<file path="config.mk">
export PLATFORM = sky130hd
export DESIGN_NAME = axi_sram_slave_p
export DESIGN_NICKNAME = d
export VERILOG_FILES = /design/src/rtl/axi_sram_slave_p.sv
export SDC_FILE = /design/constraint.sdc
export NUM_CORES = 1
export LEC_CHECK = 0
export CELL_PAD_IN_SITES_DETAIL_PLACEMENT = 1
export CELL_PAD_IN_SITES_GLOBAL_PLACEMENT = 2
export CORE_MARGIN = 8
export CORE_UTILIZATION = 27
export CTS_CLUSTER_SIZE = 30
export DETAILED_ROUTE_END_ITERATION = 8
export PLACE_DENSITY_LB_ADDON = 0.2
export SKIP_LAST_GASP = 1
export SLEW_MARGIN = 10
export SYNTH_ARGS = -nofsm -noshare
export SYNTH_HDL_FRONTEND = slang
export SYNTH_SLANG_ARGS = --single-unit
</file>
<file path="constraint.sdc">
create_clock -name CLK -period 8 [get_ports CLK]
set_input_delay 1.2 -clock CLK [delete_from_list [all_inputs] [get_ports CLK]]
set_output_delay 1.2 -clock CLK [all_outputs]
set_load 0.03 [all_outputs]
</file>
<file path="src/rtl/axi_sram_slave_p.sv">
// AXI4 slave serving one burst at a time from a single-port SRAM with 1-cycle read latency.
// WRAP bursts are honoured only when AXI_SRAM_WRAP_EN is defined; otherwise they complete with SLVERR.
module axi_sram_slave_p #(
  parameter int DATA_W  = 32,
  parameter int ADDR_W  = 32,
  parameter int ID_W    = 8,
  parameter int SRAM_AW = 14,
  localparam int STRB_W = DATA_W / 8,
  localparam int OFF    = $clog2(STRB_W)
) (
  input  logic               CLK,
  input  logic               RSTn,
  input  logic [ID_W-1:0]    ARID,
  input  logic [ADDR_W-1:0]  ARADDR,
  input  logic [7:0]         ARLEN,
  input  logic [2:0]         ARSIZE,
  input  logic [1:0]         ARBURST,
  input  logic               ARVALID,
  output logic               ARREADY,
  output logic [ID_W-1:0]    RID,
  output logic [DATA_W-1:0]  RDATA,
  output logic [1:0]         RRESP,
  output logic               RLAST,
  output logic               RVALID,
  input  logic               RREADY,
  input  logic [ID_W-1:0]    AWID,
  input  logic [ADDR_W-1:0]  AWADDR,
  input  logic [7:0]         AWLEN,
  input  logic [2:0]         AWSIZE,
  input  logic [1:0]         AWBURST,
  input  logic               AWVALID,
  output logic               AWREADY,
  input  logic [DATA_W-1:0]  WDATA,
  input  logic [STRB_W-1:0]  WSTRB,
  input  logic               WLAST,
  input  logic               WVALID,
  output logic               WREADY,
  output logic [ID_W-1:0]    BID,
  output logic [1:0]         BRESP,
  output logic               BVALID,
  input  logic               BREADY,
  output logic [STRB_W-1:0]  SRAM_WEB,
  output logic [SRAM_AW-1:0] SRAM_A,
  output logic [DATA_W-1:0]  SRAM_DI,
  input  logic [DATA_W-1:0]  SRAM_DO
);

  localparam logic [1:0] OKAY   = 2'b00;
  localparam logic [1:0] SLVERR = 2'b10;
  localparam logic [1:0] DECERR = 2'b11;

  typedef enum logic [1:0] {IDLE, READ, WRITE, RESP} state_t;

  state_t            state_q, state_d;
  logic              rr_q;
  logic [ID_W-1:0]   id_q;
  logic [ADDR_W-1:0] addr_q;
  logic [7:0]        len_q, cnt_q;
  logic [2:0]        size_q;
  logic [1:0]        burst_q;
  logic              bad_q;
  logic [1:0]        bresp_q;
  logic              rd_done_q, rvalid_q, rfresh_q, rlast_q, rzero_q;
  logic [1:0]        rresp_q;
  logic [DATA_W-1:0] rhold_q;

  logic              arready, awready, wready, bvalid;
  logic              ar_hs, aw_hs, w_hs, r_hs, rd_issue;
  logic              beat_dec, beat_last;
  logic [1:0]        beat_resp, wbeat_resp;
  logic [ADDR_W-1:0] step, wrap_mask, next_addr;

  // Illegal size or unsupported WRAP: every beat errors and nothing touches the SRAM.
  function automatic logic bad_burst(input logic [2:0] size, input logic [7:0] len,
                                     input logic [1:0] burst);
    logic bad;
    bad = int'(size) > OFF;
`ifdef AXI_SRAM_WRAP_EN
    if (burst == 2'b10 && !(len inside {8'd1, 8'd3, 8'd7, 8'd15})) bad = 1'b1;
`else
    if (burst == 2'b10 && len != 8'hFF) bad = 1'b1;
    if (burst == 2'b10) bad = 1'b1;
`endif
    return bad;
  endfunction

  always_comb begin
    state_d = state_q;
    arready = 1'b0;
    awready = 1'b0;
    wready  = 1'b0;
    bvalid  = 1'b0;
    case (state_q)
      IDLE: begin
        arready = ARVALID && (!AWVALID || !rr_q);
        awready = AWVALID && (!ARVALID || rr_q);
        if (ARVALID && arready)      state_d = READ;
        else if (AWVALID && awready) state_d = WRITE;
      end
      READ:  if (rvalid_q && RREADY && rlast_q) state_d = IDLE;
      WRITE: begin
        wready = 1'b1;
        if (WVALID && cnt_q == len_q) state_d = RESP;
      end
      RESP: begin
        bvalid = 1'b1;
        if (BREADY) state_d = IDLE;
      end
      default: state_d = IDLE;
    endcase
  end

  always_ff @(posedge CLK or negedge RSTn) begin
    if (!RSTn) state_q <= IDLE;
    else       state_q <= state_d;
  end

  assign ar_hs     = ARVALID && arready;
  assign aw_hs     = AWVALID && awready;
  assign w_hs      = WVALID && wready;
  assign r_hs      = rvalid_q && RREADY;
  // Fetch only when the output slot frees up next cycle, so stalls never drop SRAM data.
  assign rd_issue  = (state_q == READ) && !rd_done_q && (!rvalid_q || RREADY);
  assign beat_last = (cnt_q == len_q);
  assign beat_dec  = |addr_q[ADDR_W-1:SRAM_AW+OFF];
  assign beat_resp = beat_dec ? DECERR : (bad_q ? SLVERR : OKAY);

  always_comb begin
    wbeat_resp = beat_resp;
    if (wbeat_resp == OKAY && (WLAST != beat_last)) wbeat_resp = SLVERR;
  end

  always_comb begin
    step      = ADDR_W'(1) << size_q;
    wrap_mask = ((ADDR_W'(len_q) + ADDR_W'(1)) << size_q) - ADDR_W'(1);
    case (burst_q)
      2'b00:   next_addr = addr_q;
      2'b10:   next_addr = (addr_q & ~wrap_mask) | ((addr_q + step) & wrap_mask);
      default: next_addr = addr_q + step;
    endcase
  end

  always_ff @(posedge CLK or negedge RSTn) begin
    if (!RSTn) begin
      rr_q      <= 1'b0;
      id_q      <= '0;
      addr_q    <= '0;
      len_q     <= '0;
      cnt_q     <= '0;
      size_q    <= '0;
      burst_q   <= '0;
      bad_q     <= 1'b0;
      bresp_q   <= OKAY;
      rd_done_q <= 1'b0;
      rvalid_q  <= 1'b0;
      rfresh_q  <= 1'b0;
      rlast_q   <= 1'b0;
      rzero_q   <= 1'b0;
      rresp_q   <= OKAY;
      rhold_q   <= '0;
    end else begin
      if (state_q == IDLE && ARVALID && AWVALID) rr_q <= ~rr_q;
      if (ar_hs) begin
        id_q      <= ARID;
        addr_q    <= ARADDR;
        len_q     <= ARLEN;
        size_q    <= ARSIZE;
        burst_q   <= ARBURST;
        bad_q     <= bad_burst(ARSIZE, ARLEN, ARBURST);
        cnt_q     <= '0;
        rd_done_q <= 1'b0;
      end else if (aw_hs) begin
        id_q    <= AWID;
        addr_q  <= AWADDR;
        len_q   <= AWLEN;
        size_q  <= AWSIZE;
        burst_q <= AWBURST;
        bad_q   <= bad_burst(AWSIZE, AWLEN, AWBURST);
        cnt_q   <= '0;
        bresp_q <= OKAY;
      end
      if (rd_issue || w_hs) begin
        addr_q <= next_addr;
        cnt_q  <= cnt_q + 8'd1;
      end
      if (rd_issue) begin
        rd_done_q <= beat_last;
        rlast_q   <= beat_last;
        rresp_q   <= beat_resp;
        rzero_q   <= (beat_resp != OKAY);
      end
      if (w_hs && wbeat_resp > bresp_q) bresp_q <= wbeat_resp;
      if (rd_issue)  rvalid_q <= 1'b1;
      else if (r_hs) rvalid_q <= 1'b0;
      rfresh_q <= rd_issue;
      if (rfresh_q) rhold_q <= SRAM_DO;
    end
  end

  assign ARREADY  = arready;
  assign AWREADY  = awready;
  assign WREADY   = wready;
  assign BVALID   = bvalid;
  assign BID      = id_q;
  assign BRESP    = bresp_q;
  assign RID      = id_q;
  assign RVALID   = rvalid_q;
  assign RLAST    = rvalid_q && rlast_q;
  assign RRESP    = rvalid_q ? rresp_q : OKAY;
  assign RDATA    = (rvalid_q && !rzero_q) ? (rfresh_q ? SRAM_DO : rhold_q) : '0;

  assign SRAM_A   = (rd_issue || w_hs) ? addr_q[SRAM_AW+OFF-1:OFF] : '0;
  assign SRAM_DI  = w_hs ? WDATA : '0;
  assign SRAM_WEB = (w_hs && beat_resp == OKAY) ? ~WSTRB : '1;

endmodule

</file>
==> summary.txt <==
I/O pin count = 290
gp weighted congestion = 0.792
CTS tree = built
Mapped Area = 0.00794 mm²
CP Class = input pin to register
CTS Root Cell = clkbuf_16
Worst-Margin Slew = 0.974 ns
Final Non-Filler Cells = 1623
Mapped Nets = 1190
Post-DP HPWL = 25.2 mm
crit-path max FO = 27
R2R Path Start = size_q[1]
die area = 0.0352 mm²
Final Setup Violations = 0
std cell rows = 62
total grt overflow = 0
Cells after DPL = 1606
Placement Cell Area = 0.0111 mm²
Overall Power = 4.37 mW
CP Cell Sequence = clkdlybuf4s50_1, inv_1, o21ai_0, or3_1, clkinv_1, buf_4, nor2_1, nand2_1, o31a_1, a22oi_1, nand3b_1, o311ai_0
worst-skew pair later-pin latency = 0.37 ns
synth warn = 0
Num CTS Buffers = 9
status = finished, final reports clean
Synth area leader = dfrtp_1
vias = 8314
routed wire length = 33.3 mm
ANT nets after route = 0
Yosys top cell area share = 33.4%
reg-to-reg setup timing slack = 3.16 ns
worst reg-to-reg path cell count = 9
Post-layout nets = 1430
global-route wire length before repair = 52.4 mm
Die Wd = 187 µm
fin area = 0.0114 mm²
WL per Instance = 20.5 µm
drc violations = 0
vias per cell = 5.12
Slew Limit Fails = 0
IO Port Bufs = 289
initial antenna violation count = 1
Hold Crit Class = register to register
H-tree depth = 3
P per Cell Area = 383 mW/mm²
RSZ-0062 raised after global routing = false
largest net degree at the start of global routing = 64
CP arrival = 5.54 ns
Peak Freq = 188 MHz
Hold Path Depth = 2
Die Y = 187 µm
startpoint types = input pin
hold bufs inserted after CTS = 0
most frequent cells after synthesis = nand2_1 (157), dfrtp_1 (106), nor2_1 (72)
layout cells sized above 1 = 6.79%
Critical-path top delay cell = or3_1
Req. time, crit path = 8.22 ns
most common cell in the netlist = nand2_1
Starting DRT DRC Count = 346
Netlist cell types = 72
Max-Cap Viols = 0
CTS resizes = 0
hold worst-path end = rresp_q[0]
GRT Total Usage = 18.4%
Synth Instances = 993
Slew HR = 35.1%
Leakage = 4.61 nW
Period Utilization, post-route = 66.5%
Post-synth EDFFs = 0
Clock Sinks = 106
clk slew on worst S/H paths = 0.08 ns
core footprint = 0.0289 mm²
Crit. End Element = register
initial core utilization = 27.5%
Synth Flop Type = dfrtp_1
synth top area cells = dfrtp_1 (33%), nand2_1 (7.4%), mux2_2 (5.5%)
vias in the first global route = 8890
VDD IR-drop max = 0.000163 V
Clock Path Buffers = 2
Synth-to-Final Area Change = 43.7%
Layout Skew = 0.0105 ns
Hold Vio Cnt, Final = 0
sequential fraction of the synthesis area = 33.4%
HP Start = rresp_q[0]
Tmin final = 5.32 ns
Async SR Flop Fraction = 100%
final setup TNS = 0 ns
post-CTS setup buffer count = 0
critical path's largest stage delay = 0.72 ns
DR pass1 iterations = 5
number of synthesized register bits = 106
Mean Syn Cell Area = 8.00 µm²
metrics by stage:
stage	utilization, %	hold slack, ns	worst slack, ns
after floorplan	-	0.441	4.24
after global placement	38.4	0.458	2.34
after detailed placement	38.4	0.465	2.25
after CTS	39.5	0.486	2.62
after global routing	39.5	0.509	2.12
final	39.5	0.481	2.68
cell usage in the layout (no fill, tap or decap), drive strengths merged, types with 37 or more instances in the layout:
cell type / netlist / final
a21oi: 40 / 40
nand2: 157 / 157
mux2: 39 / 39
a31oi: 37 / 37
nor2b: 54 / 54
dfrtp: 106 / 106
o21ai: 54 / 54
nand3: 38 / 38
nor2: 72 / 72
and3: 47 / 47
clkdlybuf4s50: 0 / 288
cell families (layout without fill, tap and decap cells):
| family | count (synthesis) | in the layout | share of synthesized area (%) |
|---|---|---|---|
| AND/OR/NAND/NOR | 463 | 463 | 29.2 |
| AO/OA/AOI/OAI | 234 | 234 | 19.6 |
| flip-flops | 106 | 106 | 33.4 |
| buffers and inverters | 96 | 341 | 5.20 |
| multiplexers | 47 | 47 | 6.54 |
| XOR/XNOR | 32 | 32 | 3.62 |
| adder cells (fa/ha/maj) | 15 | 15 | 2.46 |
| other | 0 | 1 | 0 |
area by class of cell:
type	instances	area, µm²
multi-input combinational	791	4900
timing repair buffer	300	2970
tap	384	480
clock inverter	7	76.3
fill	3464	17500
antenna	1	2.50
clock buffer	9	225
sequential	106	2650
inverter	25	93.8
power by group:
| part | leakage, nW | total [mW] | switching (mW) | internal, mW |
|---|---|---|---|---|
| registers | 1.25 | 1.09 | 0.303 | 0.789 |
| logic | 3.21 | 2.81 | 1.68 | 1.13 |
| clock network | 0.149 | 0.471 | 0.246 | 0.224 |
worst max path at each step:
stage	startpoint	end	slack, ns	cells past startpoint
after detailed placement	ARVALID	register	2.25	12
after global placement	ARVALID	register	2.34	12
after CTS	ARVALID	register	2.62	12
after floorplan	RREADY	SRAM_A[10]	4.24	6
final	ARVALID	register	2.68	12
after global routing	ARVALID	register	2.12	12
critical path, delay by kind of cell:
kind / cells / cell delay, ns
simple gates: 4 / 1.85
compound gates: 4 / 1.49
buf+inv: 4 / 0.98
per-layer routing:
metal | routed length, µm | track usage (%) | up-vias
met5 | 0 | 0 | -
met4 | 521 | 3.79 | 0
met3 | 1770 | 4.47 | 27
met2 | 15800 | 30.9 | 213
met1 | 15300 | 23.8 | 4042
li1 | - | - | 4032
(Power assumes the default switching activity.)
